===== src/rtl/systolic_output_deskew.sv =====
// Realigns the diagonally skewed result rows leaving a systolic array.
// Lane i waits length-i cycles so every lane of a row lands on dout at once.
module systolic_output_deskew #(
  parameter int DATA_WIDTH = 16,
  parameter int length     = 16
) (
  input  logic                         clk,
  input  logic                         rst,
  input  logic [DATA_WIDTH*length-1:0] din,
  input  logic [length-1:0]            valid_in,
  output logic [DATA_WIDTH*length-1:0] dout,
  output logic                         valid_out,
  output logic                         last_out,
  output logic [$clog2(length)-1:0]    row_idx,
  output logic                         skew_err
);

  localparam int IW = $clog2(length);
  localparam logic [IW-1:0] LAST = IW'(length - 1);

  logic [length-1:0] vpipe;
  logic [length-2:0] warm;
  logic [IW-1:0]     cnt;
  logic              mis;

  for (genvar i = 0; i < length; i++) begin : g_lane
    localparam int D = length - i;
    logic [DATA_WIDTH-1:0] sr [D];

    always_ff @(posedge clk) begin
      if (rst) begin
        for (int j = 0; j < D; j++)
          sr[j] <= '0;
      end else begin
        sr[0] <= din[i*DATA_WIDTH +: DATA_WIDTH];
        for (int j = 1; j < D; j++)
          sr[j] <= sr[j-1];
      end
    end

    assign dout[i*DATA_WIDTH +: DATA_WIDTH] = sr[D-1];
  end

  // vpipe[k] is lane-0 valid delayed k+1 cycles: both the row
  // valid pipe and the reference for the per-lane skew check.
  always_ff @(posedge clk) begin
    if (rst) begin
      vpipe <= '0;
    end else begin
      vpipe <= {vpipe[length-2:0], valid_in[0]};
    end
  end

  assign valid_out = vpipe[length-1];

  // warm[i-1] arms lane i once its history reaches past the reset.
  always_ff @(posedge clk) begin
    if (rst) begin
      warm <= '0;
    end else begin
      warm[0] <= 1'b1;
      for (int j = 1; j < length - 1; j++)
        warm[j] <= warm[j-1];
    end
  end

  always_comb begin
    mis = 1'b0;
    for (int i = 1; i < length; i++)
      if (warm[i-1] && (valid_in[i] != vpipe[i-1]))
        mis = 1'b1;
  end

  always_ff @(posedge clk) begin
    if (rst) begin
      skew_err <= 1'b0;
    end else if (mis) begin
      skew_err <= 1'b1;
    end
  end

  always_ff @(posedge clk) begin
    if (rst) begin
      cnt <= '0;
    end else if (valid_out) begin
      cnt <= (cnt == LAST) ? '0 : cnt + 1'b1;
    end
  end

  assign row_idx  = cnt;
  assign last_out = valid_out & (cnt == LAST);

endmodule


===== config.mk =====
export PLATFORM = sky130hd
export DESIGN_NAME = systolic_output_deskew
export DESIGN_NICKNAME = d
export VERILOG_FILES = /design/src/rtl/systolic_output_deskew.sv
export SDC_FILE = /design/constraint.sdc
export NUM_CORES = 2
export LEC_CHECK = 0
export ABC_AREA = 1
export CAP_MARGIN = 20
export CORE_MARGIN = 2
export CORE_UTILIZATION = 51
export DETAILED_ROUTE_END_ITERATION = 8
export HOLD_SLACK_MARGIN = 0.15
export PLACE_DENSITY = 0.79
export SLEW_MARGIN = 20
export SYNTH_ARGS = -nofsm -noshare
export SYNTH_HDL_FRONTEND = slang
export SYNTH_SLANG_ARGS = --single-unit
export TNS_END_PERCENT = 100

===== constraint.sdc =====
create_clock -name clk -period 1.15 [get_ports clk]
set_clock_uncertainty 0.2 [all_clocks]
set_input_delay 0.115 -clock clk [delete_from_list [all_inputs] [get_ports clk]]
set_output_delay 0.115 -clock clk [all_outputs]
set_load 0.05 [all_outputs]

== Word level (Yosys, flattened, before mapping) ==
Memories as Yosys holds them, arrays and structs flattened.
Index checks and enable logic that the tools add are counted.

* Multiplexer cells: 157
* Equal/unequal tests: 16
* Reduce and logical (&&, ||, !) cells: 16
* Bitwise gates (word level): 136
* $add $sub $neg: 1

{| class="wikitable"
|+ Operator list
! kind !! number
|-
| 2-to-1 mux 16 bit || 136
|-
| bitwise OR 1 bit || 135
|-
| 2-to-1 mux 1 bit || 20
|-
| OR reduction 16 bit || 1
|-
| logical AND 1 bit || 15
|-
| != test 1 bit || 15
|-
| adder 4 x 1 -> 4 bit (second input constant) || 1
|-
| == test 4 bit (second input constant) || 1
|-
| 2-to-1 mux 4 bit || 1
|-
| AND 1 bit || 1
|}

* Memories kept: 16
* Register bits after elaboration: 36
* RAM bits: 2176
* Word-level logic and storage cells: 347
* Bits of input ports: 274
* Output and inout bits: 263

{| class="wikitable"
|+ Memories
! name !! words !! bits a word !! rd ports !! clocked after memory_dff !! wr ports !! line !! source
|-
| g_lane[0].sr || 16 || 16 || 16 || 0 || 16 || 28 || <nowiki>logic [DATA_WIDTH-1:0] sr [D];</nowiki>
|-
| g_lane[1].sr || 15 || 16 || 15 || 0 || 15 || 28 ||
|-
| g_lane[2].sr || 14 || 16 || 14 || 0 || 14 || 28 ||
|-
| g_lane[3].sr || 13 || 16 || 13 || 0 || 13 || 28 ||
|-
| g_lane[4].sr || 12 || 16 || 12 || 0 || 12 || 28 ||
|-
| g_lane[5].sr || 11 || 16 || 11 || 0 || 11 || 28 ||
|-
| 10 more memories || -- || -- || -- || -- || -- || -- ||
|}

== Longest topological paths before layout ==
* Depth in word-level cells: 17
* Mapped depth: 8
* Depth with buffers taken out: 8

== Worst setup path after synthesis ==
No wires, ideal clock.

* Path type: reg-to-output
* From: register cnt[1] (netlist: row_idx[1])
* To: output port last_out
* Path slack: -835 ps
* Data arrival time: 1670 ps
* Buffers on the path: 0
* Stages on the path, launching flop included: 4
* Required time: 835 ps
* Cell sequence: dfxtp_1 ha_1 nand3_1 nor2_1

* Longest elaborated chain between the ends: 2

{| class="wikitable"
|+ Ends and longest elaborated chain
! what !! line !! source
|-
| start: declaration || 23 || <nowiki>logic [IW-1:0] cnt;</nowiki>
|-
| start signal: assignment || 86 || <nowiki>cnt <= (cnt == LAST) ? '0 : cnt + 1'b1;</nowiki>
|-
| == test 4 bit || 91 || <nowiki>assign last_out = valid_out & (cnt == LAST);</nowiki>
|-
| AND 1 bit || 91 ||
|-
| end: declaration || 13 || <nowiki>output logic last_out,</nowiki>
|}

Every way passes these cells.

== Worst setup path in the final report ==
* From: register cnt[0] (netlist: row_idx[0])
* To: output port last_out

Same word-level chain as after synthesis.

==> metrics.log <==
[metrics] outcome: complete, but fails checks
[metrics] failing checks: negative setup slack
[metrics] clock tree from TritonCTS: built
[metrics] largest net degree at the start of global routing: 42
[metrics] cells along the critical path: ha_4 -> nand3_4 -> nor2_4 -> buf_12
[metrics] crit path launch: row_idx[0]
[metrics] share of the clock period used by the worst path: 171.6%
[metrics] cts bufs inserted: 203
[metrics] combinational power share: 3.8%
[metrics] critical setup path kind: flip-flop to output pin
[metrics] clock net sink count: 2212
[metrics] fraction of synthesized cell area taken by the top area cell type: 67.83%
[metrics] maximum ir drop on the vdd rail: 1367 µV
[metrics] total of buffers placed on input and output ports: 536
[metrics] proportion of layout cells with a drive suffix above 1: 13.56%
[metrics] sequential power share: 50.6%
[metrics] routability cong.: 0.8396
[metrics] TritonRoute pass-1 iters: 5
[metrics] Distinct cells, synth: 14
[metrics] clock root buffer: sky130_fd_sc_hd__clkbuf_16
[metrics] clock transition at the register clock pins on the worst setup and hold paths after CTS: 0.06 ns
[metrics] slowest stage cell, crit path: sky130_fd_sc_hd__dfxtp_4
[metrics] delay contributed by the slowest stage of the critical path: 0.36 ns
[metrics] Syn Nets: 7418
[metrics] largest fanout of any net on the critical path: 2
[metrics] Critical R2R Launch: vpipe[7]
[metrics] area of the core: 0.1274 mm²
[metrics] Clk network pwr share: 45.5%
[metrics] WL/cell: 13.51 µm
[metrics] worst slew slack as a fraction of its limit: 76.85%
[metrics] setup slack after layout: -0.8239 ns
[metrics] clock latency on the worst-skew pair: 0.81 ns
[metrics] detailed-route via count: 40680
[metrics] Ys Warns: 0
[metrics] number of primary I/O pins: 537
[metrics] Arrival @ worst endpoint: 1.66 ns
[metrics] worst slack, placed: -0.3994 ns
[metrics] transition time at the pin with the least slew margin: 0.3460 ns
[metrics] number of nets still failing antenna checks after routing: 0
[metrics] net load switching power: 32630 µW
[metrics] area of combinational cells with multiple inputs: 0.008741 mm²
[metrics] static leakage: 0.03518 µW
[metrics] growth of design area from synthesis to finish: 28.33%
[metrics] Die Ht: 361.8 µm
[metrics] share of the core filled with cells: 65.79%
[metrics] most frequent standard cell in the layout excluding fill and tap cells: sky130_fd_sc_hd__inv_1
[metrics] wire length of the first global-routing pass: 211.7 mm
[metrics] max-cap violations: 0
[metrics] sum of overflow across all layers after global routing: 0
[metrics] DRC: 0
[metrics] hold violation count in the final report: 0
[metrics] overall routing resource usage: 20.05%
[metrics] initial standard-cell utilization of the core: 51.26%
[metrics] register area share after synthesis: 67.83%
[metrics] number of nets in the layout: 8178
[metrics] Syn Area/Cell: 9.140 µm²
[metrics] number of placed instances, taps included: 9082
[metrics] placed wire-length estimate after detailed placement: 66.56 mm
[metrics] number of failing setup endpoints in the final timing report: 269
[metrics] antenna violations before repair: 5
[metrics] Total Power: 154800 µW
[metrics] count of standard-cell rows: 131
[metrics] ratio of routed vias to standard cells: 4.175
[metrics] final cell count without fillers: 9744
[metrics] CTS Buffer Depth: 3
[metrics] Synth Register Bits: 2212
[metrics] die area: 0.1309 mm²
[metrics] hold crit path type: input port to flip-flop
[metrics] critical path capture point type: output pin
[metrics] vias in the first global route: 43310
[metrics] unrepaired setup endpoints after global routing: true
[metrics] Synth area leader: sky130_fd_sc_hd__dfxtp_1
[metrics] highest-count cells in the layout ignoring fill and taps: 2213 x sky130_fd_sc_hd__inv_1, 2209 x sky130_fd_sc_hd__nor2_1, 1940 x sky130_fd_sc_hd__dfxtp_1, 323 x sky130_fd_sc_hd__buf_12, 282 x sky130_fd_sc_hd__dlygate4sd3_1
[metrics] hold_sp: valid_in[10]
[metrics] final count of pins violating max slew: 0
[metrics] CP Buf/Inv Count: 1
[metrics] cells after synthesis: 7143
[metrics] cell area after synthesis: 0.06529 mm²
[metrics] kind of cell with the highest combined delay on the critical path: flip-flops
[metrics] maximum frequency from static timing analysis: 0.5066 GHz
[metrics] Required @ worst endpoint: 0.83 ns
[metrics] Storage cell area: 0.04466 mm²
[metrics] number of levels the H-tree was split into: 4
[metrics] number of inserted filler cells in the final layout: 8347
[metrics] type of element launching the critical path: flip-flop
[metrics] cell internal power dissipation: 122100 µW
[metrics] min Tclk post-route: 1.974 ns
[metrics] die outline width: 361.8 µm
[metrics] CTS Hold Bufs: 305
[metrics] switching share of total power: 21.09%
[metrics] top cells by area in the synthesized netlist: sky130_fd_sc_hd__dfxtp_1 68%, sky130_fd_sc_hd__inv_1 13%, sky130_fd_sc_hd__nor2_1 13%
[metrics] number of DRC violations after detailed-routing iteration 0: 2437
[metrics] power density normalized to cell area: 1847 mW/mm²
[metrics] final wirelength: 131.7 mm
==> worst min-delay path: stages <==
cell,delay (ns)
sky130_fd_sc_hd__clkdlybuf4s50_1,0.45
sky130_fd_sc_hd__nand2_1,0.11
sky130_fd_sc_hd__nand3_2,0.09
sky130_fd_sc_hd__nand2_2,0.07
sky130_fd_sc_hd__nor2_2,0.04
sky130_fd_sc_hd__nand2_1,0.07
sky130_fd_sc_hd__nor2_1,0.05
sky130_fd_sc_hd__nor2_1,0.09
==> cells in the mapped netlist <==
master                     number
sky130_fd_sc_hd__buf_2          7
sky130_fd_sc_hd__buf_6        237
sky130_fd_sc_hd__ha_1           1
sky130_fd_sc_hd__nor3_1         1
sky130_fd_sc_hd__nand2_1       42
sky130_fd_sc_hd__buf_4        177
sky130_fd_sc_hd__nor2_1      2217
sky130_fd_sc_hd__xor2_1         1
sky130_fd_sc_hd__a21oi_1        1
sky130_fd_sc_hd__clkbuf_2       1
sky130_fd_sc_hd__dfxtp_1     2212
sky130_fd_sc_hd__o21ai_0        3
sky130_fd_sc_hd__nand3_1       17
sky130_fd_sc_hd__inv_1       2226
==> stage by stage <==
stage / setup TNS (ns) / hold WS [ns] / cell area (µm²)
floorplan: -0.4185 / 0.02197 / 65330
global placement: -87.66 / 0.1879 / 73360
detailed placement: -103.04 / 0.1916 / 73360
CTS: -139.42 / 0.07630 / 84020
global route: -138.30 / 0.1301 / 83780
finish: -118.81 / 0.1474 / 83780
==> state kept, by name (all words and copies together), names as in the netlist <==
name and flops:
vpipe 16, warm 15, skew_err 1, g_lane.sr 2176
row_idx 4
==> timing repair <==
| item | 4_1_cts | 5_1_grt |
|---|---|---|
| hold endpoints to repair | 2212 | 1 |
| buffers inserted | 7 | 3 |
| gates resized for setup | 279 | 46 |
| pin swaps | 8 | 13 |
| endpoints found under the setup margin | 266 | 300 |
==> kinds of logic (layout without fill, tap and decap cells) <==
group / Yosys count / count (layout) / share of synthesized area, %
AO/OA/AOI/OAI: 4 / 4 / 0.03065
buffers and inverters: 2648 / 3581 / 18.98
adder cells (fa/ha/maj): 1 / 1 / 0.01916
other: 0 / 6 / 0
XOR/XNOR: 1 / 1 / 0.01342
flip-flops: 2212 / 2212 / 67.83
AND/OR/NAND/NOR: 2277 / 2277 / 13.13
==> power by group through the flow <==
| stage | logic [µW] | clock network [µW] | registers (µW) |
|---|---|---|---|
| 2_1_floorplan | 3010 | 0 | 80000 |
| 3_3_place_gp | 4690 | 0 | 80000 |
| 3_5_place_dp | 4820 | 0 | 80000 |
| 4_1_cts | 5810 | 71200 | 78300 |
| 5_1_grt | 6450 | 74900 | 78400 |
| 6_report | 5940 | 70500 | 78400 |
==> final cells by class <==
type	count	area share, %
Inverter	2226	9.973
Tap cell	1662	2.482
Clock buffer	287	7.131
Antenna cell	6	0.01792
Multi-Input combinational cell	2283	10.43
Sequential cell	2212	53.30
Timing Repair Buffer	977	15.24
Clock inverter	91	1.422
==> per-layer routing <==
| layer | wire, µm | global-route usage (%) | up-vias |
|---|---|---|---|
| met5 | 0 | 0 | - |
| met4 | 7277 | 11.44 | 0 |
| met3 | 7052 | 4.893 | 467 |
| met2 | 68250 | 37.29 | 1114 |
| met1 | 49080 | 20.35 | 18500 |
| li1 | - | - | 20600 |
==> final timing paths <==
| check | to | slack [ns] | cells past startpoint |
|---|---|---|---|
| max | last_out | -0.82 | 4 |
| min | skew_err | 0.15 | 8 |
| max reg2reg | skew_err | -0.24 | 8 |
| min reg2reg | g_lane[4].sr[2][62] | 0.17 | 2 |
Note: power is estimated with default switching activity, not from simulation.
